--- config.mk ---
export PLATFORM = sky130hd
export DESIGN_NAME = if_pc_queue
export DESIGN_NICKNAME = d
export VERILOG_FILES = /design/src/rtl/if_pc_queue_pkg.sv /design/src/rtl/sync_fifo.sv /design/src/rtl/if_pc_queue.sv
export SDC_FILE = /design/constraint.sdc
export NUM_CORES = 1
export LEC_CHECK = 0
export ABC_AREA = 1
export CORE_UTILIZATION = 46
export CTS_CLUSTER_DIAMETER = 40
export CTS_CLUSTER_SIZE = 10
export DETAILED_ROUTE_END_ITERATION = 8
export PLACE_DENSITY = 0.76
export SLEW_MARGIN = 5
export SYNTH_ARGS = -nofsm -noshare
export SYNTH_HDL_FRONTEND = slang
export SYNTH_SLANG_ARGS = --single-unit
--- constraint.sdc ---
create_clock -name clk -period 9.6 [get_ports clk]
set_clock_uncertainty 0.2 [all_clocks]
set_input_delay 1.44 -clock clk [delete_from_list [all_inputs] [get_ports clk]]
set_output_delay 1.44 -clock clk [all_outputs]
set_load 0.01 [all_outputs]
--- src/rtl/if_pc_queue_pkg.sv ---
// Shared fetch-path constants for the PC/instruction pairing queue.
package if_pc_queue_pkg;

  localparam int unsigned InstAddrWidth = 32;
  localparam int unsigned FetchWidth    = 64;

  localparam logic [InstAddrWidth-1:0] ZeroWord = '0;
  localparam logic InstValid   = 1'b1;
  localparam logic InstInvalid = 1'b0;

  // Occupancy counters must be able to represent DEPTH itself.
  function automatic int unsigned cnt_width(input int unsigned depth);
    return $clog2(depth) + 1;
  endfunction

endpackage

--- src/rtl/sync_fifo.sv ---
// Circular FIFO with synchronous clear; the head entry is visible on dout.
module sync_fifo #(
  parameter int unsigned WIDTH = 32,
  parameter int unsigned DEPTH = 4
) (
  input  logic                   clk,
  input  logic                   rst,
  input  logic                   clear,
  input  logic                   push,
  input  logic                   pop,
  input  logic [WIDTH-1:0]       din,
  output logic [WIDTH-1:0]       dout,
  output logic                   full,
  output logic                   empty,
  output logic [$clog2(DEPTH):0] count
);

  localparam int unsigned PW = $clog2(DEPTH);
  localparam int unsigned CW = PW + 1;

  logic [WIDTH-1:0] mem [DEPTH];
  logic [PW-1:0]    wr_ptr;
  logic [PW-1:0]    rd_ptr;
  logic             do_push;
  logic             do_pop;

  assign full    = (count == CW'(DEPTH));
  assign empty   = (count == '0);
  assign do_push = push & ~full & ~clear;
  assign do_pop  = pop & ~empty & ~clear;
  assign dout    = mem[rd_ptr];

  // Pointers wrap naturally because DEPTH is a power of two.
  always_ff @(posedge clk or negedge rst) begin
    if (!rst) begin
      wr_ptr <= '0;
      rd_ptr <= '0;
      count  <= '0;
    end else if (clear) begin
      wr_ptr <= '0;
      rd_ptr <= '0;
      count  <= '0;
    end else begin
      if (do_push) wr_ptr <= wr_ptr + PW'(1);
      if (do_pop)  rd_ptr <= rd_ptr + PW'(1);
      if (do_push && !do_pop) begin
        count <= count + CW'(1);
      end else if (do_pop && !do_push) begin
        count <= count - CW'(1);
      end
    end
  end

  always_ff @(posedge clk) begin
    if (do_push) mem[wr_ptr] <= din;
  end

endmodule

--- src/rtl/if_pc_queue.sv ---
// Pairs in-order icache responses with the PCs that requested them, dropping
// responses that belong to fetches killed by a flush or taken branch.
module if_pc_queue
  import if_pc_queue_pkg::*;
#(
  parameter int unsigned ADDR_WIDTH = InstAddrWidth,
  parameter int unsigned INST_WIDTH = FetchWidth,
  parameter int unsigned DEPTH      = 4
) (
  input  logic                   clk,
  input  logic                   rst,
  input  logic                   flush_i,
  input  logic                   branch_flag_i,
  input  logic                   req_valid_i,
  input  logic [ADDR_WIDTH-1:0]  req_pc_i,
  output logic                   req_ready_o,
  input  logic                   rsp_valid_i,
  input  logic [INST_WIDTH-1:0]  rsp_inst_i,
  output logic                   rsp_ready_o,
  output logic                   out_valid_o,
  output logic [ADDR_WIDTH-1:0]  out_pc_o,
  output logic [INST_WIDTH-1:0]  out_inst_o,
  input  logic                   out_ready_i,
  output logic [$clog2(DEPTH):0] count_o
);

  localparam int unsigned CW = cnt_width(DEPTH);

  logic                  kill;
  logic                  enq;
  logic                  deq;
  logic                  dropping;
  logic                  load;
  logic [CW-1:0]         count;
  logic [CW-1:0]         drop_cnt;
  logic [CW-1:0]         drop_nxt;
  logic [CW:0]           occupancy;
  logic [ADDR_WIDTH-1:0] head_pc;
  logic                  full;
  logic                  empty;

  assign kill      = flush_i | branch_flag_i;
  assign dropping  = (drop_cnt != '0);
  assign occupancy = {1'b0, count} + {1'b0, drop_cnt};

  // Icache slots are shared by live fetches and killed ones still in flight.
  assign req_ready_o = rst & ~full & (occupancy < (CW+1)'(DEPTH)) & ~kill;
  assign rsp_ready_o = dropping | (~empty & (~out_valid_o | out_ready_i));

  assign enq     = req_valid_i & req_ready_o;
  assign deq     = rsp_valid_i & rsp_ready_o;
  assign load    = deq & ~dropping & ~kill;
  assign count_o = count;

  sync_fifo #(
    .WIDTH (ADDR_WIDTH),
    .DEPTH (DEPTH)
  ) u_pc_fifo (
    .clk   (clk),
    .rst   (rst),
    .clear (kill),
    .push  (enq),
    .pop   (deq & ~dropping),
    .din   (req_pc_i),
    .dout  (head_pc),
    .full  (full),
    .empty (empty),
    .count (count)
  );

  // On kill, every response still owed after this cycle becomes a drop.
  always_comb begin
    drop_nxt = drop_cnt;
    if (kill) begin
      drop_nxt = CW'(occupancy - (CW+1)'(deq));
    end else if (deq && dropping) begin
      drop_nxt = drop_cnt - CW'(1);
    end
  end

  always_ff @(posedge clk or negedge rst) begin
    if (!rst) begin
      drop_cnt <= '0;
    end else begin
      drop_cnt <= drop_nxt;
    end
  end

  // Output stage: holds while decode stalls, zeroed on kill.
  always_ff @(posedge clk or negedge rst) begin
    if (!rst) begin
      out_valid_o <= InstInvalid;
      out_pc_o    <= ADDR_WIDTH'(ZeroWord);
      out_inst_o  <= '0;
    end else if (kill) begin
      out_valid_o <= InstInvalid;
      out_pc_o    <= ADDR_WIDTH'(ZeroWord);
      out_inst_o  <= '0;
    end else if (load) begin
      out_valid_o <= InstValid;
      out_pc_o    <= head_pc;
      out_inst_o  <= rsp_inst_i;
    end else if (out_ready_i) begin
      out_valid_o <= InstInvalid;
    end
  end

endmodule
# Word-level counts from Yosys, hierarchy flattened
# Memories as Yosys holds them, arrays and structs flattened.
# Index checks and enable logic that the tools add are counted.
# totals
regBits	107
latch_bits	0
mem_bits_rw	128
mem_bits_ro	0
output_inout_bits	102
wordCells	68
mem_count	1
# classes
n_addsub	7
multipliers	0
div	0
order_cmp	1
eq_ne	1
shift	0
mux	18
bitwise	20
reduce_logical	13
# memory_table
name	words	word_bits	read_ports	rd_ports_with_merged_regs	wr	line	text
u_pc_fifo.mem	4	32	1	0	1	sync_fifo.sv:21	logic [WIDTH-1:0] mem [DEPTH];
# ops
operator	count
$mux 64	2
$mux 32	2
$mux 3	5
$and 1x1->1	12
$reduce_bool 3->1	3
$mux 2	4
$reduce_bool 2->1	4
$sub 3x1->3 const B	2
$mux 1	5
$not 1->1	5
$add 2x1->2 const B	2
$add 3x3->4	1
$lt 4x3->1 const B	1
$add 3x1->3 const B	1
$eq 3x3->1 const B	1
$logic_and 1x1->1	3
$logic_not 3->1	1
$or 1x1->1	3
$sub 3x1->3	1
$logic_not 1->1	2

# Longest topological paths before layout
# logic_depth
ltp_word	13
depth_mapped	16
mapped_depth_nobuf	16

# Modules after synthesis
# Synthesis repeated with hierarchy kept, for this count alone.
# unflattened
cells_unflattened	1065
hier_area_um2	10233.6
# by_module_without_submodules
module	instances	cells_per_inst	area_each_um2	seq_area_each_um2
sync_fifo	1	381	5270.1	4018.9
if_pc_queue	1	684	4963.5	2502.4

# Worst setup path after synthesis
# No wires, ideal clock.
# synth_path
path_kind	input to register
from	input port flush_i
to	memory u_pc_fifo.mem[0][0], enable pin
t_arrival_ns	3.357
required_ns	8.979
setup_slack_ns	5.622
path_stages	7
n_path_buf	0
path_cell_list	inv_2 -> nand2_4 -> nor2_2 -> nand2_1 -> nor2_4 -> nand2_2 -> nor2_1
# synth_between
elab_chain_len	8
# synth_rtl
item	line	text
from (decl)	if_pc_queue.sv:12	input logic flush_i,
$or 1x1->1	if_pc_queue.sv:42	assign kill = flush_i | branch_flag_i;
$not 1->1	if_pc_queue.sv:47	assign req_ready_o = rst & ~full & (occupancy < (CW+1)'(DEPTH)) & ~kill;
$and 1x1->1	if_pc_queue.sv:47	
via req_ready_o	if_pc_queue.sv:16	output logic req_ready_o,
$and 1x1->1	if_pc_queue.sv:50	assign enq = req_valid_i & req_ready_o;
$and 1x1->1 (2 in a row)	sync_fifo.sv:29	assign do_push = push & ~full & ~clear;
$mux 1	sync_fifo.sv:55	if (do_push) mem[wr_ptr] <= din;
$mux 1 (not written as such)	sync_fifo.sv:55	
to (decl)	sync_fifo.sv:21	
# The timed path passes the listed nets, and every way through them passes these cells.

# Worst setup path after layout
# layout_path
from	input port flush_i
to	output port req_ready_o
# layout_between
elab_chain_len	3
# layout_rtl
item	line
$or 1x1->1	if_pc_queue.sv:42
$not 1->1	if_pc_queue.sv:47
$and 1x1->1	if_pc_queue.sv:47
to (decl)	if_pc_queue.sv:16
# No other way between the ends.

==> out/metrics.cfg <==
[setup_path]
start_kind = primary input
required_ns = 7.96
reg2reg_from = u_pc_fifo.count[0]$_DFFE_PN0P_
r2r_slack_ns = 6.40
cp.arrival_ns = 2.88
rr_endpoint = u_pc_fifo.mem[2][28]$_DFFE_PP_
endpoint_kind = primary output
r2r_cells = 9
worstPathMaxFanout = 9
criticalPathCategory = primary input to primary output

[clock_network]
path_clk_slew_ns = 0.05
cts_hold_buf = 0
clock_path_buffers = 3
numCtsBuffers = 37
cts_max_level = 2
clock_latency_ns = 0.52
clockRootBuffer = clkbuf_16
post_cts_buffers = 0
cts-resized-gates = 0
cts_tree = done
clock_sinks = 235

[global_routing]
grt_pass1_wl_um = 36600
grt_pass1_vias = 6826
grt_usage = 0.220
grt_start_max_net_pins = 101
grt_overflow = 0
antenna_found_initial = 0

[timing]
fin_ws_ns = 5.08
fin_crit_ns = 4.52
rsz0062_at_grt = no
hold_viol = 0
finalSetupViolCount = 0
fin_crit_sh = 0.471
setup_tns_ns = 0
worst_pin_slew_ns = 1.18
slew_headroom = 0.217
maxSlewViolCount = 0
timing.fmax_mhz = 221

[detailed_routing]
vias = 6890
ant_nets = 0
vias_per_cell = 5.15
drc = 0
first_iter_violations = 426
routed_wl_um = 22700
wl_per_cell_um = 17.0
drt_first_pass_iters = 4

[logic_synthesis]
synth_nets = 964
synth_cell_type_count = 28
yosys_warnings = 0
synth_top_family_by_area = simple AND/OR/NAND/NOR gates
syn_inst = 848
synth_area_um2 = 9410
synth_mux_area_frac = 0
synth_compound_area_frac = 0.0643
synthSimpleGateAreaFrac = 0.181
ys_ff_latch = 235
synthAdderAreaFrac = 0.0189
avgSynthCellArea_um2 = 11.1
synth-xor-area-share = 0.00186
yosysSeqAreaShare = 0.693

[worst_hold_path]
hp-class = register to register
holdPathStages = 2
min_to = out_pc_o[23]$_DFFE_PN0P_
hold_start = out_pc_o[23]$_DFFE_PN0P_

[final_layout]
layout_common_cells = 217 x nand2_1, 203 x clkdlybuf4s50_1, 128 x edfxtp_1
fill_cells = 1552
antennaDiodeCount = 0
multi_input_area_um2 = 2530
final_nets = 1160
final_common_cell = nand2_1
drive_gt1_frac = 0.0774
area_growth_pct = 36.1
seqCellArea_um2 = 6520

[power_and_ir_drop]
leakage_nw = 5.40
swShare = 0.255
p_sw_mw = 0.711
p_int_mw = 2.08
pwr-share-seq = 0.412
p_per_area_nw_per_um2 = 218
power_frac_comb = 0.123
vdd_drop_max_mv = 0.135
pwr-share-clk = 0.465

[floorplanning]
num_rows = 51
die_area_um2 = 21000
die_h_um = 145
core_um2 = 19800
die-width_um = 145
start_util = 0.475
num_io_pins = 205

[placement]
port_buffers = 204
dp_hpwl_um = 13000
dp_slack_ns = 5.06
place.gp.congestion = 0.876

[run_status]
status = completed

[flow_run]
drv_cap = 0

## power groups by stage
| stage | combinational (mW) | sequential (mW) | clock (mW) |
|---|---|---|---|
| 3_5_place_dp | 0.341 | 1.17 | 0 |
| 6_report | 0.342 | 1.15 | 1.30 |
| 3_3_place_gp | 0.331 | 1.16 | 0 |
| 5_1_grt | 0.387 | 1.15 | 1.36 |
| 2_1_floorplan | 0.239 | 1.13 | 0 |
| 4_1_cts | 0.346 | 1.15 | 1.32 |
## stage by stage
step | utilization | cell area (um2) | total power [mW] | hold slack (ns) | instances
after global placement | 0.585 | 11600 | 1.50 | 0.288 | 1270
after global routing | 0.647 | 12800 | 2.90 | 0.316 | 1338
after CTS | 0.647 | 12800 | 2.81 | 0.306 | 1338
after floorplan | - | 9410 | 1.37 | 0.313 | 848
after detailed placement | 0.585 | 11600 | 1.51 | 0.293 | 1270
final | 0.647 | 12800 | 2.79 | 0.300 | 1338
## state kept, by name, indices dropped and copies added (netlist names)
register / flops
u_pc_fifo.mem: 128
out_inst_o: 64
out_pc_o: 32
drop_cnt: 3
u_pc_fifo.count: 3
u_pc_fifo.rd_ptr: 2
u_pc_fifo.wr_ptr: 2
out_valid_o: 1
## critical path: stages
cell and delay [ns]:
clkdlybuf4s50_1 0.42, inv_2 0.07, nand2_4 0.10, nor2_2 0.09, nand2_1 0.11, nor2_4 0.11
clkdlybuf4s50_1 0.54
## layout make-up
class                   instances  area share
flip-flops and latches        235       0.509
multi-input cells             530       0.198
repair buffers                209       0.162
clock buffers                  50      0.0777
well taps                     265      0.0259
clock inverters                18      0.0180
inverters                      31     0.00919
## worst max path at each step
stage,start,slack [ns],end
floorplan,flush_i,5.62,u_pc_fifo.mem[0][0]$_DFFE_PP_
global placement,flush_i,5.07,req_ready_o
detailed placement,flush_i,5.06,req_ready_o
CTS,flush_i,5.06,req_ready_o
global route,rst,4.94,req_ready_o
finish,flush_i,5.08,req_ready_o
## Yosys cell counts
library cell,n,area (um2)
edfxtp_1,128,3840
o21ai_0,71,355
nor3_1,2,10.0
ha_1,11,138
buf_1,5,18.8
inv_2,5,18.8
fa_1,2,40.0
o22ai_1,32,200
nand2_1,217,815
nor2_2,2,12.5
nand3_1,98,490
nand2_4,1,11.3
nor2_1,75,282
and2_1,1,6.26
a21oi_1,6,30.0
clkbuf_1,16,60.1
buf_6,4,45.0
nor3_2,1,10.0
o21ai_1,2,10.0
nand4_4,1,21.3
xnor2_1,2,17.5
a22o_1,1,8.76
buf_2,23,115
nor2_4,2,22.5
dfrtp_1,107,2680
inv_1,26,97.6
nand2_2,3,18.8
buf_4,4,30.0
## layer usage
layer	wire [um]	part of all wire	GRT usage	vias up
met5	0	0	0	-
met4	411	0.018	0.0670	0
met3	1310	0.058	0.0465	38
met2	11200	0.49	0.368	240
met1	9780	0.43	0.287	3319
li1	-	-	-	3293
## kinds of logic (layout without fill, tap and decap cells)
| kind of cell | Yosys count | after routing |
|---|---|---|
| simple gates | 403 | 403 |
| flops | 235 | 235 |
| compound gates | 112 | 112 |
| buf+inv | 83 | 308 |
| fa+ha+maj | 13 | 13 |
| xor+xnor | 2 | 2 |
(Power assumes the default switching activity.)
